`src/rtl/farm_pkg.sv`:
```
// Shared types and default sizes for the farm register file and its dump engine.
package farm_pkg;

  localparam int FARM_XLEN = 32;
  localparam int FARM_NREG = 32;
  localparam int FARM_NRD  = 2;

  typedef enum logic [1:0] {
    IDLE = 2'd0,
    LOAD = 2'd1,
    BEAT = 2'd2,
    FIN  = 2'd3
  } dump_state_e;

endpackage

```
`src/rtl/farm_rf_dump_fsm.sv`:
```
// Dump engine: walks registers lo..hi, presenting one valid/ready beat per register.
module farm_rf_dump_fsm
  import farm_pkg::*;
#(
  parameter int XLEN = FARM_XLEN,
  parameter int AW   = 5
) (
  input  logic            clk,
  input  logic            rst,
  input  logic            dump_req,
  input  logic [AW-1:0]   dump_lo,
  input  logic [AW-1:0]   dump_hi,
  input  logic            dump_abort,
  input  logic            dump_ready,
  input  logic [XLEN-1:0] load_data,
  output logic [AW-1:0]   dump_idx,
  output logic [XLEN-1:0] dump_data,
  output logic            dump_valid,
  output logic            dump_busy,
  output logic            dump_done
);

  dump_state_e   state;
  logic [AW-1:0] hi_q;

  // dump_idx doubles as the walk pointer; it stops at hi and never wraps.
  // dump_done is registered from FIN, so it appears the cycle after FIN.
  // NOTE: every state-holding assignment is non-blocking so all flops see pre-edge values.
  always_ff @(posedge clk or posedge rst) begin
    if (rst) begin
      state      <= IDLE;
      dump_idx   <= '0;
      hi_q       <= '0;
      dump_data  <= '0;
      dump_valid <= 1'b0;
      dump_busy  <= 1'b0;
      dump_done  <= 1'b0;
    end else begin
      dump_done <= (state == FIN);
      case (state)
        IDLE: begin
          if (dump_req) begin
            dump_idx  <= dump_lo;
            hi_q      <= dump_hi;
            dump_busy <= 1'b1;
            state     <= (dump_lo > dump_hi) ? FIN : LOAD;
          end
        end
        LOAD: begin
          if (dump_abort) begin
            state <= FIN;
          end else begin
            dump_data  <= load_data;
            dump_valid <= 1'b1;
            state      <= BEAT;
          end
        end
        BEAT: begin
          if (dump_abort || (dump_ready && dump_idx == hi_q)) begin
            dump_valid <= 1'b0;
            state      <= FIN;
          end else if (dump_ready) begin
            dump_valid <= 1'b0;
            dump_idx   <= dump_idx + 1'b1;
            state      <= LOAD;
          end
        end
        FIN: begin
          dump_busy <= 1'b0;
          state     <= IDLE;
        end
        default: state <= IDLE;
      endcase
    end
  end

endmodule

```
`src/rtl/farm_regfile.sv`:
```
// Multi-read-port register file with x0 hardwired to zero and a register dump engine.
// Define FARM_RF_BYPASS_EN to forward same-cycle write data to matching read ports.
module farm_regfile
  import farm_pkg::*;
#(
  parameter int XLEN = FARM_XLEN,
  parameter int NREG = FARM_NREG,
  parameter int NRD  = FARM_NRD
) (
  input  logic                          clk,
  input  logic                          rst,
  input  logic                          we,
  input  logic [$clog2(NREG)-1:0]       waddr,
  input  logic [XLEN-1:0]               wdata,
  input  logic [NRD*$clog2(NREG)-1:0]   raddr,
  output logic [NRD*XLEN-1:0]           rdata,
  input  logic                          dump_req,
  input  logic [$clog2(NREG)-1:0]       dump_lo,
  input  logic [$clog2(NREG)-1:0]       dump_hi,
  input  logic                          dump_abort,
  output logic                          dump_valid,
  input  logic                          dump_ready,
  output logic [$clog2(NREG)-1:0]       dump_idx,
  output logic [XLEN-1:0]               dump_data,
  output logic                          dump_busy,
  output logic                          dump_done
);

  localparam int AW = $clog2(NREG);

  logic [XLEN-1:0] mem [NREG];
  logic [XLEN-1:0] load_data;

  // NOTE: the array is reset because software may dump registers it never wrote.
  always_ff @(posedge clk or posedge rst) begin
    if (rst) begin
      for (int i = 0; i < NREG; i++) mem[i] <= '0;
    end else if (we && waddr != '0) begin
      mem[waddr] <= wdata;
    end
  end

  for (genvar i = 0; i < NRD; i++) begin : g_rd
    logic [AW-1:0] ra;
    assign ra = raddr[i*AW +: AW];
`ifdef FARM_RF_BYPASS_EN
    assign rdata[i*XLEN +: XLEN] = (we && waddr != '0 && ra == waddr) ? wdata : mem[ra];
`else
    assign rdata[i*XLEN +: XLEN] = mem[ra];
`endif
  end

  // Dump capture always sees the stored (pre-write) value, never the bypass.
  assign load_data = mem[dump_idx];

  farm_rf_dump_fsm #(
    .XLEN (XLEN),
    .AW   (AW)
  ) u_dump (
    .clk        (clk),
    .rst        (rst),
    .dump_req   (dump_req),
    .dump_lo    (dump_lo),
    .dump_hi    (dump_hi),
    .dump_abort (dump_abort),
    .dump_ready (dump_ready),
    .load_data  (load_data),
    .dump_idx   (dump_idx),
    .dump_data  (dump_data),
    .dump_valid (dump_valid),
    .dump_busy  (dump_busy),
    .dump_done  (dump_done)
  );

endmodule

```
`config.mk`:
```
export PLATFORM = sky130hd
export DESIGN_NAME = farm_regfile
export DESIGN_NICKNAME = d
export VERILOG_FILES = /design/src/rtl/farm_pkg.sv /design/src/rtl/farm_rf_dump_fsm.sv /design/src/rtl/farm_regfile.sv
export SDC_FILE = /design/constraint.sdc
export NUM_CORES = 2
export LEC_CHECK = 0
export BUFFER_PORTS_ARGS = -buffer_cell sky130_fd_sc_hd__buf_2
export CAP_MARGIN = 40
export CORE_MARGIN = 2
export CORE_UTILIZATION = 60
export CTS_BUF_LIST = sky130_fd_sc_hd__clkbuf_8
export CTS_CLUSTER_SIZE = 12
export DETAILED_ROUTE_END_ITERATION = 8
export GPL_TIMING_DRIVEN = 1
export PLACE_DENSITY_LB_ADDON = 0.2
export REMOVE_ABC_BUFFERS = 1
export SLEW_MARGIN = 15
export SYNTH_ARGS = -nofsm -noshare
export SYNTH_HDL_FRONTEND = slang
export SYNTH_SLANG_ARGS = --single-unit
```
`constraint.sdc`:
```
create_clock -name clk -period 57.1 [get_ports clk]
set_input_delay 8.565 -clock clk [delete_from_list [all_inputs] [get_ports clk]]
set_output_delay 8.565 -clock clk [all_outputs]
set_load 0.02 [all_outputs]
```
Yosys cells after proc, flatten, opt, wreduce, memory -nomap -nowiden:

Index checks and enable logic that the tools add are counted.

* register bits: 1071
* output and inout bits: 104

* add/sub/neg operators: 1
* magnitude comparators: 6
* equality and inequality tests: 9
* muxes and demuxes: 28
* bitwise operators: 5
* reductions and logical operators: 15

Operators with widths (count)
* bitwise mux 1024 bit: 1
* binary-select mux 32 bit (select 5 bit): 3
* 2-to-1 mux 32 bit: 7
* demux 32 bit (select 5 bit): 1
* >= comparator 6 bit (second input constant): 4
* inverter 5 -> 6 bit: 4
* 2-to-1 mux 5 bit: 3
* one-hot mux 5 bit (2 select lines): 1
* 2-to-1 mux 2 bit: 4
* != test 2 bit (second input constant): 4
* one-hot mux 2 bit (4 select lines): 1
* AND reduction 2 bit: 4
* less-than comparator 6 x 1 -> 1 bit (second input constant): 1
* nonzero test 2 bit: 3
* adder 5 x 1 -> 5 bit (second input constant): 1
* equality test 5 bit: 1
* > comparator 5 bit: 1
* 2-to-1 mux 1 bit: 5
* nonzero test 5 bit: 1
* equality test 2 bit (second input constant): 2
* one-hot mux 1 bit (2 select lines): 2
* AND reduction 4 bit: 1
* logical AND 1 bit: 3
* != test 3 x 2 -> 1 bit (second input constant): 1
* other kinds (5): 5

Logic depth before layout (Yosys ltp):

* word-level depth: 6
* mapped depth: 9

Cells and area by module:

From an unflattened synthesis, not the netlist that was laid out.

* cells, all modules: 5926
* area total of the unflattened synthesis: 66794.1 um^2

By module, submodules not included
* farm_regfile: instances 1, cells each 5760, area each 64720.8 um^2, sequential area each 25624.6 um^2
* farm_rf_dump_fsm: instances 1, cells each 166, area each 2073.2 um^2, sequential area each 1176.1 um^2

Worst setup path before layout:

No wires, ideal clock.

* path type: input port to output port
* start point: in raddr[5]
* end point: out rdata[33]
* arrival time: 10.394 ns
* required time: 48.535 ns
* setup slack: 38.141 ns
* stages: 6
* buffers on the path: 3
* path through: buf_2 -> buf_6 -> buf_2 -> mux4_2 -> mux4_2 -> mux2_2

* word-level cells in the longest chain between the ends: 4

RTL lines
* start, declared: line farm_regfile.sv:15 `input logic [NRD*$clog2(NREG)-1:0] raddr,`
* inverter 5 -> 6 bit (not written as such): line farm_regfile.sv:49 `assign rdata[i*XLEN +: XLEN] = mem[ra];`
* binary-select mux 32 bit (select 5 bit): line farm_regfile.sv:49
* 2-to-1 mux 32 bit (not written as such) (2 in a row): line farm_regfile.sv:49
* end, declared: line farm_regfile.sv:16 `output logic [NRD*XLEN-1:0] rdata,`

No other way between the ends. The select of a mux whose other input is x is not followed.

Final worst setup path:

* start point: in raddr[5]
* end point: out rdata[32]

The elaborated chain is that of the path after synthesis.

==> results.py <==
metrics = {
    "critical_path": {
        "cp.required_ns": 48.53,
        "crit_buf_inv": 5,
        "crit_cells": 8,
        "reg2reg_depth": 8,
        "max_stage_delay_ns": 0.59,
        "critPathTopFamily": "buffers and inverters",
        "regToRegStartpoint": "u_dump.dump_idx[1]",
        "r2r-end": "u_dump.dump_data[10]",
        "cp-start-kind": "input port",
        "cpMaxStageDelayCell": "buf_8",
        "endpoint": "rdata[32]",
        "cp_max_fo": 96,
        "cp-startpoint": "raddr[5]",
        "cp.arrival_ns": 12.46,
        "crit_type": "in -> out",
        "crit_chain": "buf_8 -> buf_12 -> buf_4 -> buf_12 -> mux4_2 -> mux4_2 -> mux2_2 -> buf_2",
        "endpoint_kind": "primary output",
        "r2r_slack_ns": 52.72,
    },
    "cts": {
        "h-tree-depth": 4,
        "numCtsBuffers": 180,
        "clock_sinks": 1071,
        "clk_latency_ns": 0.90,
        "cts-hold-fix-buffers": 0,
        "cts_root_buffer": "clkbuf_8",
        "clkTransAtPathRegs_ns": 0.06,
        "cts_resized": 0,
        "cts_tree": "done",
        "postCtsSetupBuffers": 0,
        "cts_buffer_depth": 3,
    },
    "floorplanning": {
        "rows": 119,
        "coreArea_um2": 106000,
        "dieWidth_um": 331,
        "start_util_pct": 60.6,
        "die-area_um2": 109000,
        "die_h_um": 331,
        "io_pins": 167,
    },
    "layout": {
        "n_fill_cell": 7285,
        "area_growth_syn_to_layout_pct": 10.2,
        "final_cell_mix": "1,089 x mux2_2, 1,066 x dfrtp_1, 795 x mux4_2",
        "drive_above_1_share_pct": 58.9,
        "finalNetCount": 4197,
        "stdcell_count": 5666,
        "final_common_cell": "mux2_2",
    },
    "global_route": {
        "grt_first_pass_wirelength_um": 298000,
        "grt_max_degree": 178,
        "grt_pass1_vias": 43300,
        "overflow": 0,
        "met1_usage_pct": 52.4,
        "grt_use_met3_pct": 10.3,
        "grt_use_total_pct": 38.1,
        "top_usage_layer": "met2",
        "antenna_found_initial": 7,
        "grtUsageMet2_pct": 56.1,
    },
    "synth": {
        "ys_seq_area_share_pct": 41.9,
        "yosysUniqueCellTypes": 45,
        "synthCells": 4133,
        "synth_edf_count": 0,
        "yosysWarnings": 0,
        "ys_ff_latch": 1071,
        "synth_top_flop_cell": "dfrtp_1",
        "synth_area_per_cell_um2": 15.5,
        "syn_area_um2": 64000,
        "synthArstFlopShare_pct": 100,
    },
    "detailed_routing": {
        "drc": 0,
        "ant_nets": 0,
        "drtIter0Drc": 4953,
        "dr.pass1.iters": 7,
        "routed_wl_um": 202000,
        "num_vias": 42700,
        "via_per_inst": 7.53,
        "avgRoutedWirePerCell_um": 35.7,
    },
    "sta": {
        "setup_violations": 0,
        "timing.fmax_mhz": 47.6,
        "hold_viol_final": 0,
        "fin_setup_tns_ns": 0,
        "slew_headroom_pct": 31.5,
        "min_period_ns": 21.02,
        "fin_crit_sh_pct": 36.8,
        "slew_violations": 0,
        "skew_ns": 0.0299,
        "rsz0062_at_grt": "false",
        "worst_pin_slew_ns": 1.03,
    },
    "placed_design": {
        "port_buffers": 166,
        "place_hpwl_um": 118000,
        "dp_cells": 5328,
        "gp_congestion": 0.822,
    },
    "min_path": {
        "min_path_type": "reg -> reg",
    },
    "power": {
        "p_leak_nw": 30.4,
        "power_mw": 2.80,
        "p_per_area_nw_per_um2": 39.7,
        "ir_drop_mv": 0.0211,
    },
    "outcome": {
        "outcome": "finished clean",
    },
    "job": {
        "drv_cap": 0,
    },
}
==> worst min path at each step <==
stage / cells after the start / slack [ns] / startpoint / end
2_1_floorplan: 0 / 0.38 / mem[1000] / mem[1000]
3_3_place_gp: 0 / 0.40 / mem[999] / mem[999]
3_5_place_dp: 0 / 0.40 / mem[1004] / mem[1004]
4_1_cts: 0 / 0.42 / mem[1014] / mem[1014]
5_1_grt: 0 / 0.43 / mem[1002] / mem[1002]
6_report: 0 / 0.42 / mem[1017] / mem[1017]
==> cell families after synthesis <==
family,synth area share (%)
muxes,49.9
adders and majority gates,0.117
buffers and inverters,3.33
DFF,41.9
xor gates and xnor gates,0.0685
AOI/OAI and AO/OA,2.88
and+or+nand+nor,1.78
==> per-layer routing <==
| metal | vias to the layer above | routed length [um] | share of wire (%) |
|---|---|---|---|
| met5 | - | 22 | 0.011 |
| met4 | 4 | 11500 | 5.7 |
| met3 | 648 | 22100 | 11 |
| met2 | 2669 | 91900 | 45 |
| met1 | 22800 | 76800 | 38 |
| li1 | 16600 | - | - |
==> cell type report <==
class / count / area [um2] / area share, %
clock inverters: 85 / 469 / 0.666
multi-input cells: 2567 / 35300 / 50.1
diodes: 10 / 25.0 / 0.0355
clock buffers: 234 / 3220 / 4.57
inverters: 7 / 33.8 / 0.0479
repair buffers: 301 / 2890 / 4.11
well taps: 1391 / 1740 / 2.47
flip-flops and latches: 1071 / 26800 / 38.0
==> sequential cells by signal (all words and copies together), names as in the netlist <==
| register | cells |
|---|---|
| u_dump.dump_data | 32 |
| u_dump.dump_valid | 1 |
| u_dump.dump_done | 1 |
| u_dump.hi_q | 5 |
| u_dump.dump_idx | 5 |
| u_dump.dump_busy | 1 |
| mem | 1024 |
| u_dump.state | 2 |
==> through the flow <==
stage                     setup slack, ns  hold slack, ns  cell area [um2]  utilization [%]
after floorplan                     18.39           0.381            61900                -
after global placement              35.92           0.396            65400             62.0
after detailed placement            36.03           0.403            66600             63.1
after CTS                           36.04           0.417            70300             66.6
after global routing                35.83           0.432            70500             66.8
final                               36.08           0.417            70500             66.8
==> where the power goes <==
group	switching, mW	leakage, nW	internal [mW]
combinational	0.491	14.6	0.526
clock	0.334	2.07	0.372
sequential	0.164	13.7	0.913
==> cells in the mapped netlist, types with 2 or more instances <==
cell / n / area (um2)
xor2_1: 5 / 43.8
o221ai_1: 22 / 193
buf_1: 87 / 327
buf_6: 8 / 90.1
a21oi_1: 33 / 165
buf_2: 97 / 485
or2_2: 5 / 31.3
mux2i_1: 177 / 1770
o41ai_1: 8 / 70.1
o21ai_0: 48 / 240
and2_1: 4 / 25.0
o21ai_1: 3 / 15.0
inv_1: 7 / 26.3
a22oi_1: 50 / 375
buf_4: 25 / 188
and3_1: 25 / 156
nor3b_1: 4 / 30.0
nand3b_1: 6 / 45.0
nand3_1: 9 / 45.0
nand2_1: 83 / 312
ha_1: 6 / 75.1
nor2_1: 53 / 199
nor2b_1: 31 / 194
o211ai_1: 9 / 67.6
a211oi_1: 26 / 195
dfrtp_1: 1071 / 26800
clkbuf_1: 271 / 1020
a2111oi_0: 23 / 201
mux2_2: 1089 / 12300
o221a_2: 2 / 22.5
a221oi_1: 24 / 210
mux4_2: 795 / 17900
a31oi_1: 2 / 12.5
nand2b_1: 7 / 43.8
nor3_1: 4 / 20.0
o22ai_1: 5 / 31.3
No activity file was read; power rests on OpenSTA's default activity.
